[config.mk]
export PLATFORM = sky130hd
export DESIGN_NAME = systolic_skew_feeder_flat
export DESIGN_NICKNAME = d
export VERILOG_FILES = /design/src/rtl/systolic_skew_feeder_if.sv /design/src/rtl/systolic_skew_feeder.sv /design/src/flat_wrapper.sv
export SDC_FILE = /design/constraint.sdc
export NUM_CORES = 1
export LEC_CHECK = 0
export BUFFER_PORTS_ARGS = -buffer_cell sky130_fd_sc_hd__buf_2
export CAP_MARGIN = 10
export CORE_ASPECT_RATIO = 0.9
export CORE_MARGIN = 4
export CORE_UTILIZATION = 65
export DETAILED_ROUTE_END_ITERATION = 6
export MAX_ROUTING_LAYER = met4
export PLACE_DENSITY = 0.84
export SYNTH_ARGS = -nofsm -noshare
export SYNTH_HDL_FRONTEND = slang
export SYNTH_SLANG_ARGS = --single-unit
[constraint.sdc]
create_clock -name clk -period 14.7 [get_ports clk]
set_input_delay 1.47 -clock clk [delete_from_list [all_inputs] [get_ports clk]]
set_output_delay 1.47 -clock clk [all_outputs]
set_load 0.01 [all_outputs]
[src/rtl/systolic_skew_feeder_if.sv]
// Operand handshake and skewed-output bundle between an upstream source and the systolic west-edge feeder.
interface systolic_skew_feeder_if #(
  parameter int WIDTH = 16,
  parameter int LANES = 4
);
  logic                     in_valid;
  logic                     in_ready;
  logic [LANES*WIDTH-1:0]   in_data;
  logic                     in_last;
  logic                     tile_clear;
  logic [LANES*WIDTH-1:0]   out_data;
  logic [LANES-1:0]         done_flag;
  logic                     tile_done;
  logic                     busy;

  modport master (
    output in_valid, in_data, in_last, tile_clear,
    input  in_ready, out_data, done_flag, tile_done, busy
  );

  modport slave (
    input  in_valid, in_data, in_last, tile_clear,
    output in_ready, out_data, done_flag, tile_done, busy
  );
endinterface

[src/rtl/systolic_skew_feeder.sv]
// West-edge systolic feeder: vector FIFO, diagonal lane skew, per-lane done flags.
// Optional macro FEEDER_BUBBLE_CNT_EN adds a saturating bubble_cnt output.
module systolic_skew_feeder #(
    parameter int WIDTH = 16,
    parameter int LANES = 4,
    parameter int DEPTH = 8
) (
    input  logic clk,
    input  logic reset,
    systolic_skew_feeder_if.slave bus
`ifdef FEEDER_BUBBLE_CNT_EN
    ,
    output logic [15:0] bubble_cnt
`endif
);

    localparam int AW = $clog2(DEPTH);
    localparam int CW = AW + 1;
    localparam int VW = LANES * WIDTH;
    localparam int DW = $clog2(LANES) + 1;

    typedef enum logic [1:0] {IDLE, STREAM, DRAIN, DONE} state_t;

    state_t                       state, state_next;
    logic   [VW:0]                mem [DEPTH];
    logic   [AW-1:0]              wr_ptr, rd_ptr;
    logic   [CW-1:0]              count;
    logic                         fifo_full, fifo_empty;
    logic                         locked;
    logic                         push, pop;
    logic   [VW:0]                head;
    logic   [VW-1:0]              vec_in;
    logic                         last_in;
    logic   [DW-1:0]              drain_cnt;
    logic   [VW-1:0]              data_p0;
    logic   [LANES-1:0]           last_p;
    logic   [LANES-1:0]           done_q;
    logic                         tile_done_q;
    logic                         busy_q;
    logic   [LANES-1:0][WIDTH-1:0] out_lanes;

    assign fifo_full    = (count == CW'(DEPTH));
    assign fifo_empty   = (count == '0);
    assign bus.in_ready = !fifo_full && !locked;
    assign push         = bus.in_valid && bus.in_ready;
    assign head         = mem[rd_ptr];

    // FIFO storage is not reset; emptiness comes from the pointers and count.
    always_ff @(posedge clk) begin
        if (push) mem[wr_ptr] <= {bus.in_last, bus.in_data};
    end

    always_ff @(posedge clk) begin
        if (reset) begin
            wr_ptr <= '0;
            rd_ptr <= '0;
            count  <= '0;
        end else begin
            if (push) wr_ptr <= wr_ptr + 1'b1;
            if (pop)  rd_ptr <= rd_ptr + 1'b1;
            count <= count + CW'(push) - CW'(pop);
        end
    end

    always_ff @(posedge clk) begin
        if (reset) state <= IDLE;
        else       state <= state_next;
    end

    always_comb begin
        state_next = state;
        pop        = 1'b0;
        vec_in     = '0;
        last_in    = 1'b0;
        case (state)
            IDLE: begin
                if (!fifo_empty) state_next = STREAM;
            end
            STREAM: begin
                if (!fifo_empty) begin
                    pop     = 1'b1;
                    vec_in  = head[VW-1:0];
                    last_in = head[VW];
                    if (head[VW]) state_next = DRAIN;
                end
            end
            DRAIN: begin
                if (drain_cnt == '0 && done_q[LANES-1]) state_next = DONE;
            end
            DONE: begin
                if (bus.tile_clear) state_next = IDLE;
            end
            default: state_next = IDLE;
        endcase
    end

    always_ff @(posedge clk) begin
        if (reset) begin
            locked    <= 1'b0;
            drain_cnt <= '0;
            busy_q    <= 1'b0;
        end else begin
            busy_q <= (state_next != IDLE);
            if (state == DONE && bus.tile_clear) locked <= 1'b0;
            else if (push && bus.in_last)        locked <= 1'b1;
            if (state == STREAM && state_next == DRAIN)
                drain_cnt <= DW'(LANES - 1);
            else if (state == DRAIN && drain_cnt != '0)
                drain_cnt <= drain_cnt - 1'b1;
        end
    end

    // Stage 0: popped entry or zero vector, plus the tile-end marker
    always_ff @(posedge clk) begin
        if (reset) begin
            data_p0 <= '0;
            last_p  <= '0;
        end else begin
            data_p0 <= vec_in;
            last_p  <= (last_p << 1) | LANES'(last_in);
        end
    end

    // Stages 1..LANES-1: lane i rides i extra registers
    for (genvar i = 0; i < LANES; i++) begin : g_lane
        if (i == 0) begin : g_direct
            assign out_lanes[i] = data_p0[0 +: WIDTH];
        end else begin : g_skew
            logic [WIDTH-1:0] lane_p [i];
            always_ff @(posedge clk) begin
                if (reset) begin
                    for (int k = 0; k < i; k++) lane_p[k] <= '0;
                end else begin
                    lane_p[0] <= data_p0[i*WIDTH +: WIDTH];
                    for (int k = 1; k < i; k++) lane_p[k] <= lane_p[k-1];
                end
            end
            assign out_lanes[i] = lane_p[i-1];
        end
    end

    // Done flags trail the marker by one cycle, so each rises after its lane's last element
    always_ff @(posedge clk) begin
        if (reset) begin
            done_q      <= '0;
            tile_done_q <= 1'b0;
        end else begin
            tile_done_q <= last_p[LANES-1];
            if (state == DONE && bus.tile_clear) done_q <= '0;
            else                                 done_q <= done_q | last_p;
        end
    end

    assign bus.out_data  = out_lanes;
    assign bus.done_flag = done_q;
    assign bus.tile_done = tile_done_q;
    assign bus.busy      = busy_q;

`ifdef FEEDER_BUBBLE_CNT_EN
    logic bubble;
    assign bubble = (state == STREAM) && fifo_empty;

    always_ff @(posedge clk) begin
        if (reset)                                bubble_cnt <= '0;
        else if (state == DONE && bus.tile_clear) bubble_cnt <= '0;
        else if (bubble && bubble_cnt != 16'hFFFF) bubble_cnt <= bubble_cnt + 16'd1;
    end
`endif

endmodule

[src/flat_wrapper.sv]
// flat-port wrapper written by rule: the top's interface ports become plain ports
module systolic_skew_feeder_flat 
#(
    parameter int WIDTH = 16,
    parameter int LANES = 4,
    parameter int DEPTH = 8
)
  (clk, reset, bus_in_valid, bus_in_data, bus_in_last, bus_tile_clear, bus_in_ready, bus_out_data, bus_done_flag, bus_tile_done, bus_busy);
  systolic_skew_feeder_if #(.WIDTH(WIDTH), .LANES(LANES)) bus_i ();
  input  logic clk;
  input  logic reset;
  input wire logic [$bits(bus_i.in_valid)-1:0] bus_in_valid;
  input wire logic [$bits(bus_i.in_data)-1:0] bus_in_data;
  input wire logic [$bits(bus_i.in_last)-1:0] bus_in_last;
  input wire logic [$bits(bus_i.tile_clear)-1:0] bus_tile_clear;
  output wire logic [$bits(bus_i.in_ready)-1:0] bus_in_ready;
  output wire logic [$bits(bus_i.out_data)-1:0] bus_out_data;
  output wire logic [$bits(bus_i.done_flag)-1:0] bus_done_flag;
  output wire logic [$bits(bus_i.tile_done)-1:0] bus_tile_done;
  output wire logic [$bits(bus_i.busy)-1:0] bus_busy;
  assign bus_i.in_valid = bus_in_valid;
  assign bus_i.in_data = bus_in_data;
  assign bus_i.in_last = bus_in_last;
  assign bus_i.tile_clear = bus_tile_clear;
  assign bus_in_ready = bus_i.in_ready;
  assign bus_out_data = bus_i.out_data;
  assign bus_done_flag = bus_i.done_flag;
  assign bus_tile_done = bus_i.tile_done;
  assign bus_busy = bus_i.busy;
  systolic_skew_feeder #(.WIDTH(WIDTH), .LANES(LANES), .DEPTH(DEPTH)) u_core (.clk(clk), .reset(reset), .bus(bus_i));
endmodule
==> impl_metrics.ini <==
[pwr]
p_leak_uw = 0.00942
max-vdd-ir-drop_uv = 101
power.density_mw_per_mm2 = 162

[worst_setup_path]
arrival_ps = 4090
worstPathRequired_ps = 14900
cp-end-kind = register
path_max_fanout = 40
crit_type = input port to register
start_kind = input port

[cts]
clock_sinks = 709
cts_setup_buffers = 0
cts_tree = done
h-tree-depth = 3
clock_path_buffers = 3
clock_latency_ps = 590
cts_resized = 0
hold_buffers = 0
cts_buffers = 66
cts-root-buf = clkbuf_16
clk_pin_slew_worst_paths_ps = 60

[die]
die_h_um = 195
initial_core_util_pct = 65.7
ios = 140
dieArea_mm2 = 0.0419
num_rows = 68
coreArea_mm2 = 0.0383
die_w_um = 215

[placement]
place_congestion = 0.762
dp_hpwl_mm = 24.4
placed_area_mm2 = 0.0260
port_buffers = 139

[timing]
finalHoldViolations = 0
finalSetupViolCount = 0
tightestPinTransition_ps = 1140
fin_crit_sh_pct = 26.5
fin_worst_skew_ps = 22.4
period_needed_ps = 3890
max_clock_freq_mhz = 257
relSlewSlack_pct = 23.7
fin_tns_setup_ps = 0
maxSlewViolCount = 0
rsz0062_at_grt = false

[logic_synthesis]
synth_area_leaders = edfxtp_1, dfxtp_1, mux4_2, mux2i_1, nor2b_1
synth.most_common_cell = edfxtp_1
synth_top_area_share_pct = 62.1
synth_edf_count = 520
yosysUniqueCellTypes = 38
syn_area_mm2 = 0.0251
netlist_instances = 1272
synth-seq-cells = 709
yosys_warnings = 0
synth_area_per_cell_um2 = 19.8
yosysTopAreaCell = edfxtp_1
seq_area_frac_synth_pct = 77.1
synthArstFlopShare_pct = 0
ys_top_cells_by_count = edfxtp_1, dfxtp_1, mux4_2
syn-num-nets = 1352
synth_ff_type = edfxtp_1

[global_route]
grt_pass1_wl_mm = 74.9
grt_antenna_before_repair = 12
grt_overflow = 0
grt_pass1_vias = 12300
grt_max_degree = 93
track_usage_pct = 24.4

[run_status]
status = complete, no violations

[finish]
post_route_cells_drive_above_1_share_pct = 27.3
layout.nets = 1470
finalInstanceArea_mm2 = 0.0282
area_growth_pct = 12.0

[drt]
via_per_inst = 6.00
wire_per_inst_um = 24.9
drt-pass1-iter-count = 5
drtAntennaViolNets = 0
post-route-drc-count = 0
first_iter_violations = 1319
dr_total_vias = 11700
finalWirelength_mm = 48.5

[hold_path]
min_path_type = register to register

[flow_run]
maxCapViolations = 0
-- routing by layer --
layer / track usage (%) / part of all wire (%)
met3: 4.46 / 6.7
met2: 39.1 / 52
met1: 32.1 / 39
met5: - / 0
met4: 9.14 / 2.8
-- stage by stage --
step                setup slack (ps)  util, %  hold WS [ps]  std cells  total power [uW]
finish                         10810     73.6           433       1944              4570
detailed placement             10250     67.9           420       1812              2920
floorplan                       7600        -           414       1272              2790
global placement               10350     67.9           415       1812              2900
global route                   10620     73.6           449       1944              4750
CTS                            10790     73.5           435       1932              4600
-- flip-flops by register name (all words and copies together) (netlist names), named ones only --
signal,cells
u_core.bus.done_flag,4
u_core.locked,1
u_core.wr_ptr,3
u_core.mem,520
u_core.last_p,4
u_core.g_lane.g_skew.lane_p,96
u_core.bus.busy,1
u_core.state,2
u_core.bus.tile_done,1
u_core.rd_ptr,3
u_core.drain_cnt,3
u_core.count,4
u_core.data_p0,64
-- final timing paths --
kind | start | end | slack, ps | cells after the start
setup / recovery | bus_in_valid | u_core.mem[5][36]$_DFFE_PP_ | 10810 | 6
hold / removal | u_core.data_p0[24]$_SDFF_PP0_ | u_core.g_lane[1].g_skew.lane_p[0][8]$_SDFF_PP0_ | 430 | 1
setup reg to reg | u_core.count[2]$_SDFF_PP0_ | u_core.mem[5][36]$_DFFE_PP_ | 11250 | 6
hold reg to reg | u_core.data_p0[24]$_SDFF_PP0_ | u_core.g_lane[1].g_skew.lane_p[0][8]$_SDFF_PP0_ | 430 | 1
-- cells by family after synthesis --
kind of cell             Yosys count  share of synthesized area [%]
multiplexers                     198                           14.3
AND/OR/NAND/NOR                  211                           4.43
AO/OA/AOI/OAI                     22                          0.607
adder cells (fa/ha/maj)           11                          0.577
flip-flops                       709                           77.1
XOR/XNOR                           6                          0.209
buffers and inverters            115                           2.72
-- final cells by class --
class,count,area [um2]
well taps,490,613
inverters,11,41.3
diodes,12,30.0
fillers,2044,10100
clock buffers,99,1920
flip-flops and latches,709,19400
clock inverters,21,214
multi-input cells,448,5120
repair buffers,154,811
-- worst max-delay path, stage by stage --
cell	delay, ps
buf_2	80
inv_1	40
a211oi_2	560
nand2_1	370
nor2_4	830
buf_4	700
-- cell usage in the layout (no fill, tap or decap), types with 4 or more instances in the layout --
cell / synthesis / final
clkbuf_1: 15 / 22
mux4_2: 129 / 129
mux2i_1: 68 / 68
nor2_4: 0 / 6
buf_4: 58 / 16
nand2b_1: 6 / 6
xnor2_1: 6 / 6
clkinv_1: 0 / 4
dfxtp_1: 189 / 186
clkinv_2: 0 / 11
clkbuf_8: 0 / 6
diode_2: 0 / 12
buf_2: 15 / 138
clkbuf_16: 0 / 70
nor2b_1: 106 / 106
nor2_1: 83 / 77
a21oi_1: 8 / 8
ha_1: 10 / 10
bufinv_16: 0 / 4
inv_1: 11 / 11
o21a_1: 4 / 4
edfxtp_1: 520 / 520
-- power by group --
group          switching, uW  internal [uW]  total (uW)
combinational            278            258         536
sequential              72.5           2280        2350
clock                    706            979        1680
total                   1060           3520        4570
Note: power is estimated with default switching activity, not from simulation.
